--- src/rtl/alu_md_pkg.sv ---
// Shared definitions for the alu_md EX-stage ALU: operation codes, the
// multiply/divide FSM encoding and small decode helpers.
package alu_md_pkg;

  localparam logic [3:0] ALU_AND   = 4'd0;
  localparam logic [3:0] ALU_OR    = 4'd1;
  localparam logic [3:0] ALU_ADD   = 4'd2;
  localparam logic [3:0] ALU_SLTU  = 4'd3;
  localparam logic [3:0] ALU_MULT  = 4'd4;
  localparam logic [3:0] ALU_MULTU = 4'd5;
  localparam logic [3:0] ALU_SUB   = 4'd6;
  localparam logic [3:0] ALU_SLT   = 4'd7;
  localparam logic [3:0] ALU_DIV   = 4'd8;
  localparam logic [3:0] ALU_DIVU  = 4'd9;
  localparam logic [3:0] ALU_MFHI  = 4'd10;
  localparam logic [3:0] ALU_MFLO  = 4'd11;
  localparam logic [3:0] ALU_NOR   = 4'd12;
  localparam logic [3:0] ALU_XOR   = 4'd13;
  localparam logic [3:0] ALU_MTHI  = 4'd14;
  localparam logic [3:0] ALU_MTLO  = 4'd15;

  typedef enum logic [1:0] {
    IDLE = 2'd0,
    RUN  = 2'd1,
    FIX  = 2'd2
  } md_state_e;

  // Codes that launch the iterative multiply/divide unit.
  function automatic logic is_md_ctl(input logic [3:0] ctl);
    return (ctl == ALU_MULT) || (ctl == ALU_MULTU) ||
           (ctl == ALU_DIV)  || (ctl == ALU_DIVU);
  endfunction

  // Codes that touch HI/LO and therefore must wait for the unit to drain.
  function automatic logic is_hilo_ctl(input logic [3:0] ctl);
    return is_md_ctl(ctl) || (ctl == ALU_MFHI) || (ctl == ALU_MFLO) ||
           (ctl == ALU_MTHI) || (ctl == ALU_MTLO);
  endfunction

endpackage

--- src/rtl/alu_md_iter.sv ---
// Iterative radix-2 multiply/divide engine (md_iter). Magnitudes are latched
// on start, WIDTH shift-add or restoring-divide steps run in RUN, and FIX
// applies sign correction while presenting the HI/LO write.
// Optional: ALU_MD_EARLY_OUT_EN lets multiplies leave RUN as soon as the
// remaining multiplier bits are zero.
module md_iter
  import alu_md_pkg::*;
#(
  parameter int WIDTH = 32,
  parameter int CNT_W = $clog2(WIDTH) + 1
) (
  input  logic             clk,
  input  logic             rst_n,
  input  logic             start,
  input  logic             op_div,
  input  logic             op_signed,
  input  logic [WIDTH-1:0] a,
  input  logic [WIDTH-1:0] b,
  output logic             busy,
  output logic             done,
  output logic             wr_en,
  output logic [WIDTH-1:0] hi_res,
  output logic [WIDTH-1:0] lo_res
);

  localparam int W2 = 2 * WIDTH;

  md_state_e        state_q, state_d;
  logic [CNT_W-1:0] cnt_q, cnt_d;
  logic             div_q, div_d;     // operation is a divide
  logic             neg_q, neg_d;     // product / quotient must be negated
  logic             rneg_q, rneg_d;   // remainder must be negated
  logic             dz_q, dz_d;       // divisor was zero
  logic             done_q, done_d;
  // acc: product accumulator (mult) or partial remainder in the low half (div).
  // sh : shifted multiplicand (mult) or divisor in the low half (div).
  // op : remaining multiplier bits (mult) or dividend-in / quotient-out (div).
  logic [W2-1:0]    acc_q, acc_d;
  logic [W2-1:0]    sh_q, sh_d;
  logic [WIDTH-1:0] op_q, op_d;

  logic             sa, sb;
  logic [WIDTH-1:0] abs_a, abs_b;
  logic [WIDTH:0]   rem_sh;
  logic             rem_ge;
  logic [WIDTH-1:0] rem_sub;
  logic [W2-1:0]    prod;
  logic             last_step;

  // Operand magnitudes and signs presented at start.
  always_comb begin
    sa    = op_signed & a[WIDTH-1];
    sb    = op_signed & b[WIDTH-1];
    abs_a = sa ? -a : a;
    abs_b = sb ? -b : b;
  end

  // Final RUN step: counter exhausted, or (optionally) no multiplier bits left.
`ifdef ALU_MD_EARLY_OUT_EN
  assign last_step = (cnt_q == CNT_W'(1)) || (!div_q && (op_q[WIDTH-1:1] == '0));
`else
  assign last_step = (cnt_q == CNT_W'(1));
`endif

  // FSM state register.
  always_ff @(posedge clk or negedge rst_n) begin
    // NOTE: clocked blocks use <= so every flop samples pre-edge values regardless of statement order.
    if (!rst_n) state_q <= IDLE;
    else        state_q <= state_d;
  end

  // FSM next-state logic.
  always_comb begin
    // NOTE: assign a default before the case so no path leaves state_d unassigned and infers a latch.
    state_d = state_q;
    case (state_q)
      IDLE:    if (start) state_d = RUN;
      RUN:     if (last_step) state_d = FIX;
      FIX:     state_d = IDLE;
      default: state_d = IDLE;
    endcase
  end

  // FSM outputs.
  always_comb begin
    busy  = (state_q != IDLE);
    wr_en = (state_q == FIX);
  end

  assign done = done_q;

  // Datapath next values: latch on start, one radix-2 step per RUN cycle.
  always_comb begin
    acc_d  = acc_q;
    sh_d   = sh_q;
    op_d   = op_q;
    cnt_d  = cnt_q;
    div_d  = div_q;
    neg_d  = neg_q;
    rneg_d = rneg_q;
    dz_d   = dz_q;
    done_d = (state_q == FIX);
    // Restoring divide: shift next dividend bit into the partial remainder.
    rem_sh  = {acc_q[WIDTH-1:0], op_q[WIDTH-1]};
    rem_ge  = (rem_sh >= {1'b0, sh_q[WIDTH-1:0]});
    rem_sub = rem_sh[WIDTH-1:0] - sh_q[WIDTH-1:0];
    case (state_q)
      IDLE: begin
        if (start) begin
          div_d  = op_div;
          neg_d  = sa ^ sb;
          rneg_d = sa;
          dz_d   = (b == '0);
          cnt_d  = CNT_W'(WIDTH);
          acc_d  = '0;
          sh_d   = {{WIDTH{1'b0}}, (op_div ? abs_b : abs_a)};
          op_d   = op_div ? abs_a : abs_b;
        end
      end
      RUN: begin
        cnt_d = cnt_q - 1'b1;
        if (div_q) begin
          acc_d = {{WIDTH{1'b0}}, (rem_ge ? rem_sub : rem_sh[WIDTH-1:0])};
          op_d  = {op_q[WIDTH-2:0], rem_ge};
        end else begin
          if (op_q[0]) acc_d = acc_q + sh_q;
          sh_d = sh_q << 1;
          op_d = op_q >> 1;
        end
      end
      default: ;
    endcase
  end

  // Datapath registers.
  always_ff @(posedge clk or negedge rst_n) begin
    if (!rst_n) begin
      acc_q  <= '0;
      sh_q   <= '0;
      op_q   <= '0;
      cnt_q  <= '0;
      div_q  <= 1'b0;
      neg_q  <= 1'b0;
      rneg_q <= 1'b0;
      dz_q   <= 1'b0;
      done_q <= 1'b0;
    end else begin
      acc_q  <= acc_d;
      sh_q   <= sh_d;
      op_q   <= op_d;
      cnt_q  <= cnt_d;
      div_q  <= div_d;
      neg_q  <= neg_d;
      rneg_q <= rneg_d;
      dz_q   <= dz_d;
      done_q <= done_d;
    end
  end

  // Sign-corrected results, consumed by the HI/LO registers while in FIX.
  // A zero divisor yields all-ones quotient regardless of signs; the
  // remainder already equals |a| and its sign fix restores a.
  always_comb begin
    prod = neg_q ? -acc_q : acc_q;
    if (div_q) begin
      lo_res = dz_q ? '1 : (neg_q ? -op_q : op_q);
      hi_res = rneg_q ? -acc_q[WIDTH-1:0] : acc_q[WIDTH-1:0];
    end else begin
      hi_res = prod[W2-1:WIDTH];
      lo_res = prod[WIDTH-1:0];
    end
  end

endmodule

--- src/rtl/alu_md.sv ---
// EX-stage ALU with single-cycle integer ops, signed overflow flag, and an
// iterative multiply/divide unit owning the architectural HI/LO registers.
// Optional: ALU_MD_EARLY_OUT_EN (early multiply termination inside md_iter).
module alu_md #(
  parameter int WIDTH = 32,
  parameter int CNT_W = $clog2(WIDTH) + 1
) (
  input  logic             clk,
  input  logic             rst_n,
  input  logic             valid,
  input  logic [3:0]       ctl,
  input  logic [WIDTH-1:0] a,
  input  logic [WIDTH-1:0] b,
  output logic [WIDTH-1:0] out,
  output logic             zero,
  output logic             oflow,
  output logic             busy,
  output logic             done,
  output logic             stall
);
  import alu_md_pkg::*;

  localparam int MSB = WIDTH - 1;

  logic [WIDTH-1:0] hi_q, hi_d, lo_q, lo_d;
  logic [WIDTH-1:0] md_hi, md_lo;
  logic             md_wr, md_start, md_div, md_signed;
  logic [WIDTH-1:0] sum;
  logic [WIDTH:0]   diff;
  logic             oflow_add, oflow_sub, slt;

  // Launch decode for the multiply/divide unit.
  always_comb begin
    md_start  = valid && !busy && is_md_ctl(ctl);
    md_div    = (ctl == ALU_DIV) || (ctl == ALU_DIVU);
    md_signed = (ctl == ALU_MULT) || (ctl == ALU_DIV);
  end

  md_iter #(.WIDTH(WIDTH), .CNT_W(CNT_W)) u_md_iter (
    .clk       (clk),
    .rst_n     (rst_n),
    .start     (md_start),
    .op_div    (md_div),
    .op_signed (md_signed),
    .a         (a),
    .b         (b),
    .busy      (busy),
    .done      (done),
    .wr_en     (md_wr),
    .hi_res    (md_hi),
    .lo_res    (md_lo)
  );

  // Combinational ALU: result, overflow flag and zero detect.
  // slt is the true signed compare: difference sign, replaced by a's sign
  // whenever the subtraction overflowed.
  always_comb begin
    sum       = a + b;
    diff      = {1'b0, a} - {1'b0, b};
    oflow_add = (a[MSB] == b[MSB]) && (sum[MSB] != a[MSB]);
    oflow_sub = (a[MSB] != b[MSB]) && (diff[MSB] != a[MSB]);
    slt       = oflow_sub ? a[MSB] : diff[MSB];
    out       = '0;
    oflow     = 1'b0;
    case (ctl)
      ALU_AND:  out = a & b;
      ALU_OR:   out = a | b;
      ALU_ADD:  begin out = sum;              oflow = oflow_add; end
      ALU_SUB:  begin out = diff[WIDTH-1:0];  oflow = oflow_sub; end
      ALU_SLT:  out = {{(WIDTH-1){1'b0}}, slt};
      ALU_SLTU: out = {{(WIDTH-1){1'b0}}, diff[WIDTH]};
      ALU_NOR:  out = ~(a | b);
      ALU_XOR:  out = a ^ b;
      ALU_MFHI: out = hi_q;
      ALU_MFLO: out = lo_q;
      default:  out = '0;
    endcase
    zero = (out == '0);
  end

  // Hold EX while a HI/LO-dependent op meets a running multiply/divide.
  assign stall = valid && busy && is_hilo_ctl(ctl);

  // HI/LO next value: unit writeback in FIX, else mthi/mtlo when idle.
  // The unit only writes while busy and moves require !busy, so they never collide.
  always_comb begin
    hi_d = hi_q;
    lo_d = lo_q;
    if (md_wr) begin
      hi_d = md_hi;
      lo_d = md_lo;
    end else if (valid && !busy) begin
      if (ctl == ALU_MTHI) hi_d = a;
      if (ctl == ALU_MTLO) lo_d = a;
    end
  end

  // Architectural HI/LO registers.
  always_ff @(posedge clk or negedge rst_n) begin
    // NOTE: HI/LO are architectural state and are cleared by reset, including an abort mid-operation.
    if (!rst_n) begin
      hi_q <= '0;
      lo_q <= '0;
    end else begin
      hi_q <= hi_d;
      lo_q <= lo_d;
    end
  end

endmodule
--- config.mk ---
export PLATFORM = sky130hd
export DESIGN_NAME = alu_md
export DESIGN_NICKNAME = d
export VERILOG_FILES = /design/src/rtl/alu_md_pkg.sv /design/src/rtl/alu_md_iter.sv /design/src/rtl/alu_md.sv
export SDC_FILE = /design/constraint.sdc
export NUM_CORES = 1
export LEC_CHECK = 0
export CAP_MARGIN = 20
export CORE_UTILIZATION = 25
export CTS_CLUSTER_SIZE = 10
export DETAILED_ROUTE_END_ITERATION = 10
export PLACE_DENSITY_LB_ADDON = 0.12
export SKIP_LAST_GASP = 1
export SYNTH_ARGS = -nofsm -noshare
export SYNTH_HDL_FRONTEND = slang
export SYNTH_HIERARCHICAL = 1
export SYNTH_SLANG_ARGS = --single-unit
--- constraint.sdc ---
create_clock -name clk -period 11.4 [get_ports clk]
set_input_delay 1.14 -clock clk [delete_from_list [all_inputs] [get_ports clk]]
set_output_delay 1.14 -clock clk [all_outputs]
set_load 0.1 [all_outputs]
==> summary.md <==
| Metric | Value |
|---|---|
| Antenna-violating nets left | 0 |
| WHS | 486 ps |
| TritonCTS Buffers | 35 |
| Psw | 4.16 mW |
| TritonCTS Sinks | 237 |
| Vias in the first global route | 26700 |
| Utilization after layout | 28.5% |
| Routed WL | 120000 um |
| Gpl congestion | 0.902 |
| Reg power frac | 22.7% |
| Row cnt | 120 |
| Final Max Tran Viols | 0 |
| Setup bufs post-CTS | 0 |
| TritonCTS clock tree | yes |
| Global Route Usage Sum | 21.3% |
| Pwr/cell area | 258 mW/mm^2 |
| Combinational share of power | 63.3% |
| Setup WS post-layout | 2350 ps |
| Setup TNS | 0 ps |
| Setup Viol. Count Final | 0 |
| # DRC | 0 |
| Final worst-path cycle share | 79.4% |
| Total iterations of the first detailed-routing run | 6 |
| Status | finished, final reports clean |
| Post-cts gate resize count | 0 |
| Horiz. Die Dim | 331 um |
| Setup CP Type | in2out |
| Synth Cell Area | 0.0271 sq mm |
| Post-DP HPWL | 93400 um |
| Seq/Total Area, Yosys | 21.9% |
| Clk pwr share | 14.1% |
| Number of synthesized flops with an enable pin | 0 |
| Die ar. | 0.110 sq mm |
| CTS hold repair buffers | 0 |
| Clk pin slew, worst setup/hold paths | 60 ps |
| Commonest non-fill, non-tap cells in the layout | nand2_1, o21ai_0, a21oi_1, nor2_1, dfrtp_1 |
| Worst-Margin Slew | 1090 ps |
| Layout Skew | 31.2 ps |
| Gr ovfl total | 0 |
| # fillers | 11700 |
| Cells after synthesis | 3578 |
| Via/cell ratio | 5.43 |
| Avg WL per Cell | 24.1 um |
| Minimum clock period | 9050 ps |
| CP arrival | 7910 ps |
| Syn_nets | 3855 |
| P_int | 3.74 mW |
| Place WS | 2410 ps |
| Ys Warns | 6 |
| Antenna Cells | 0 |
| Vias | 26900 |
| Largest net degree at the start of global routing | 83 |
| Buffers on Ports | 107 |
| Area growth, synth to finish | 12.9% |
| Leakage | 12.1 nW |
| Net Sw Frac | 52.6% |
| Relative slew slack | 26.8% |
| CTS max path bufs | 3 |
| Synth Area per Inst | 7.58 sq um |
| Die height | 331 um |
| Initial core utilization | 25.3% |
| Leading cell type in the layout, fill and taps excluded | nand2_1 |
| Maximum VDD drop | 0.109 mV |
| Ys flop type | dfrtp_1 |
| Total Power | 7.90 mW |
| RSZ-0062 raised after global routing | no |
| Synthesized flop and latch total | 237 |
| Multi-input gate area | 0.0197 sq mm |
| Initial antenna violation count | 0 |
| Yosys cell types | 95 |
| Root Driver | clkbuf_16 |
| Fmax | 110 MHz |
| Critical Path RT | 10260 ps |
| Layout cells sized above 1 | 4.98% |
| IO Count | 108 |
| Min-delay worst type | in2async |
| Later-pin clock latency in the skew report | 570 ps |
| Register area | 0.00594 sq mm |
| Setup crit end kind | output port |
| First-pass GRT wire length | 181000 um |
| Nets | 3809 |
| Final Hold Viols | 0 |
| H-tree levels | 2 |
| Core area | 0.107 sq mm |
| Asr flop ratio synth | 100% |
| Peak fanout along the critical path | 10 |
| Worst Setup Start Kind | primary input |
| MaxCap Viol Count | 0 |
| Number of DRC markers in iteration 0 | 1871 |
## through the flow
step	area (sq um)	instances
global placement	29500	4898
floorplan	27100	3578
global route	30600	4959
detailed placement	29500	4898
CTS	30600	4959
finish	30600	4959
## worst paths after layout
check	from	endpoint	slack (ps)	cells after the start
worst min register to register	u_md_iter/cnt_q[5]$_DFFE_PN0P_	u_md_iter/cnt_q[5]$_DFFE_PN0P_	500	1
worst min-delay path	rst_n	hi_q[26]$_DFFE_PN0P_	490	1
min in group clk	u_md_iter/cnt_q[5]$_DFFE_PN0P_	u_md_iter/cnt_q[5]$_DFFE_PN0P_	500	1
worst max register to register	u_md_iter/acc_q[13]$_DFFE_PN0P_	hi_q[25]$_DFFE_PN0P_	6730	12
max in group asynchronous	rst_n	u_md_iter/sh_q[41]$_DFFE_PN0P_	8790	3
worst max-delay path	a[2]	zero	2350	23
## cells in the mapped netlist (all sizes together), types with 9 or more instances
cell type | count | area share [%]
buf | 22 | 0.42
inv | 173 | 2.4
o221ai | 16 | 0.52
clkbuf | 218 | 3.1
a221oi | 22 | 0.71
and3 | 17 | 0.39
or4 | 26 | 0.76
nand2 | 364 | 5.0
a221o | 13 | 0.48
a21oi | 307 | 5.7
a22oi | 56 | 1.5
o211ai | 36 | 1.0
a21o | 69 | 1.9
a22o | 45 | 1.5
or3 | 41 | 0.99
or2 | 19 | 0.45
nor4 | 26 | 0.62
mux2i | 138 | 5.1
nor2b | 33 | 0.76
o21bai | 21 | 0.58
o22ai | 18 | 0.42
a211oi | 71 | 2.0
nor2 | 255 | 3.5
o21a | 13 | 0.36
ha | 201 | 9.3
nand2b | 35 | 0.81
nor3 | 64 | 1.2
nand4 | 50 | 1.2
o31ai | 52 | 1.5
dfrtp | 237 | 22
xor2 | 136 | 4.4
o41ai | 16 | 0.59
a31oi | 34 | 0.78
xnor2 | 140 | 4.5
and2 | 33 | 0.77
a21boi | 16 | 0.44
nand3 | 60 | 1.1
o21ai | 336 | 6.2
mux2 | 10 | 0.42
a41oi | 9 | 0.29
## state kept, by name (all words and copies together) (netlist names)
name / count
u_md_iter/state_q: 2
u_md_iter/acc_q: 64
u_md_iter/done: 1
u_md_iter/div_q: 1
u_md_iter/cnt_q: 6
u_md_iter/sh_q: 64
lo_q: 32
u_md_iter/neg_q: 1
u_md_iter/dz_q: 1
hi_q: 32
u_md_iter/op_q: 32
u_md_iter/rneg_q: 1
## worst max-delay path, stage by stage
cell             delay [ps]
clkdlybuf4s50_1         760
inv_1                    90
ha_1                    380
or2b_1                  190
o311ai_0                310
a311oi_1                520
o21ai_0                 490
a21o_1                  350
o21ai_0                 230
a21oi_1                 110
o21bai_1                150
a21oi_1                 100
nor2_1                  100
nor2_1                   60
fa_1                    360
nand4_1                 100
o41a_1                  140
o22a_1                  130
nand4_1                 150
a31oi_1                 280
o221ai_1                170
nor4b_2                 360
clkdlybuf4s50_1        1230
## area by class of cell
| cell class | instances | share of cell area [%] |
|---|---|---|
| Clock buffer | 50 | 3.17 |
| Sequential cell | 237 | 19.4 |
| Clock inverter | 11 | 0.474 |
| Tap cell | 1403 | 5.73 |
| Inverter | 173 | 2.12 |
| Multi-Input combinational cell | 2927 | 64.4 |
| Timing Repair Buffer | 158 | 4.76 |
## cell families (layout without fill, tap and decap cells)
group,Yosys count,count (layout),synth area share (%)
adder cells (fa/ha/maj),206,206,9.64
buffers and inverters,414,392,5.91
flip-flops,237,237,21.9
AND/OR/NAND/NOR,1063,1063,18.9
AO/OA/AOI/OAI,1234,1234,29.3
XOR/XNOR,276,276,8.91
multiplexers,148,148,5.51
## power by group through the flow
stage	clock (mW)	combinational [mW]	sequential [mW]
detailed placement	0	4.99	1.80
global route	1.18	5.53	1.85
global placement	0	5.01	1.80
floorplan	0	3.68	1.51
finish	1.11	5.00	1.79
CTS	1.15	5.01	1.78
## metal layers
metal	vias up	wire length [um]	track usage (%)
met3	123	3880	1.92
met4	0	3240	5.69
met2	549	56200	35.9
met5	-	0	0
met1	13300	56300	29.0
li1	13000	-	-
(Power assumes the default switching activity.)
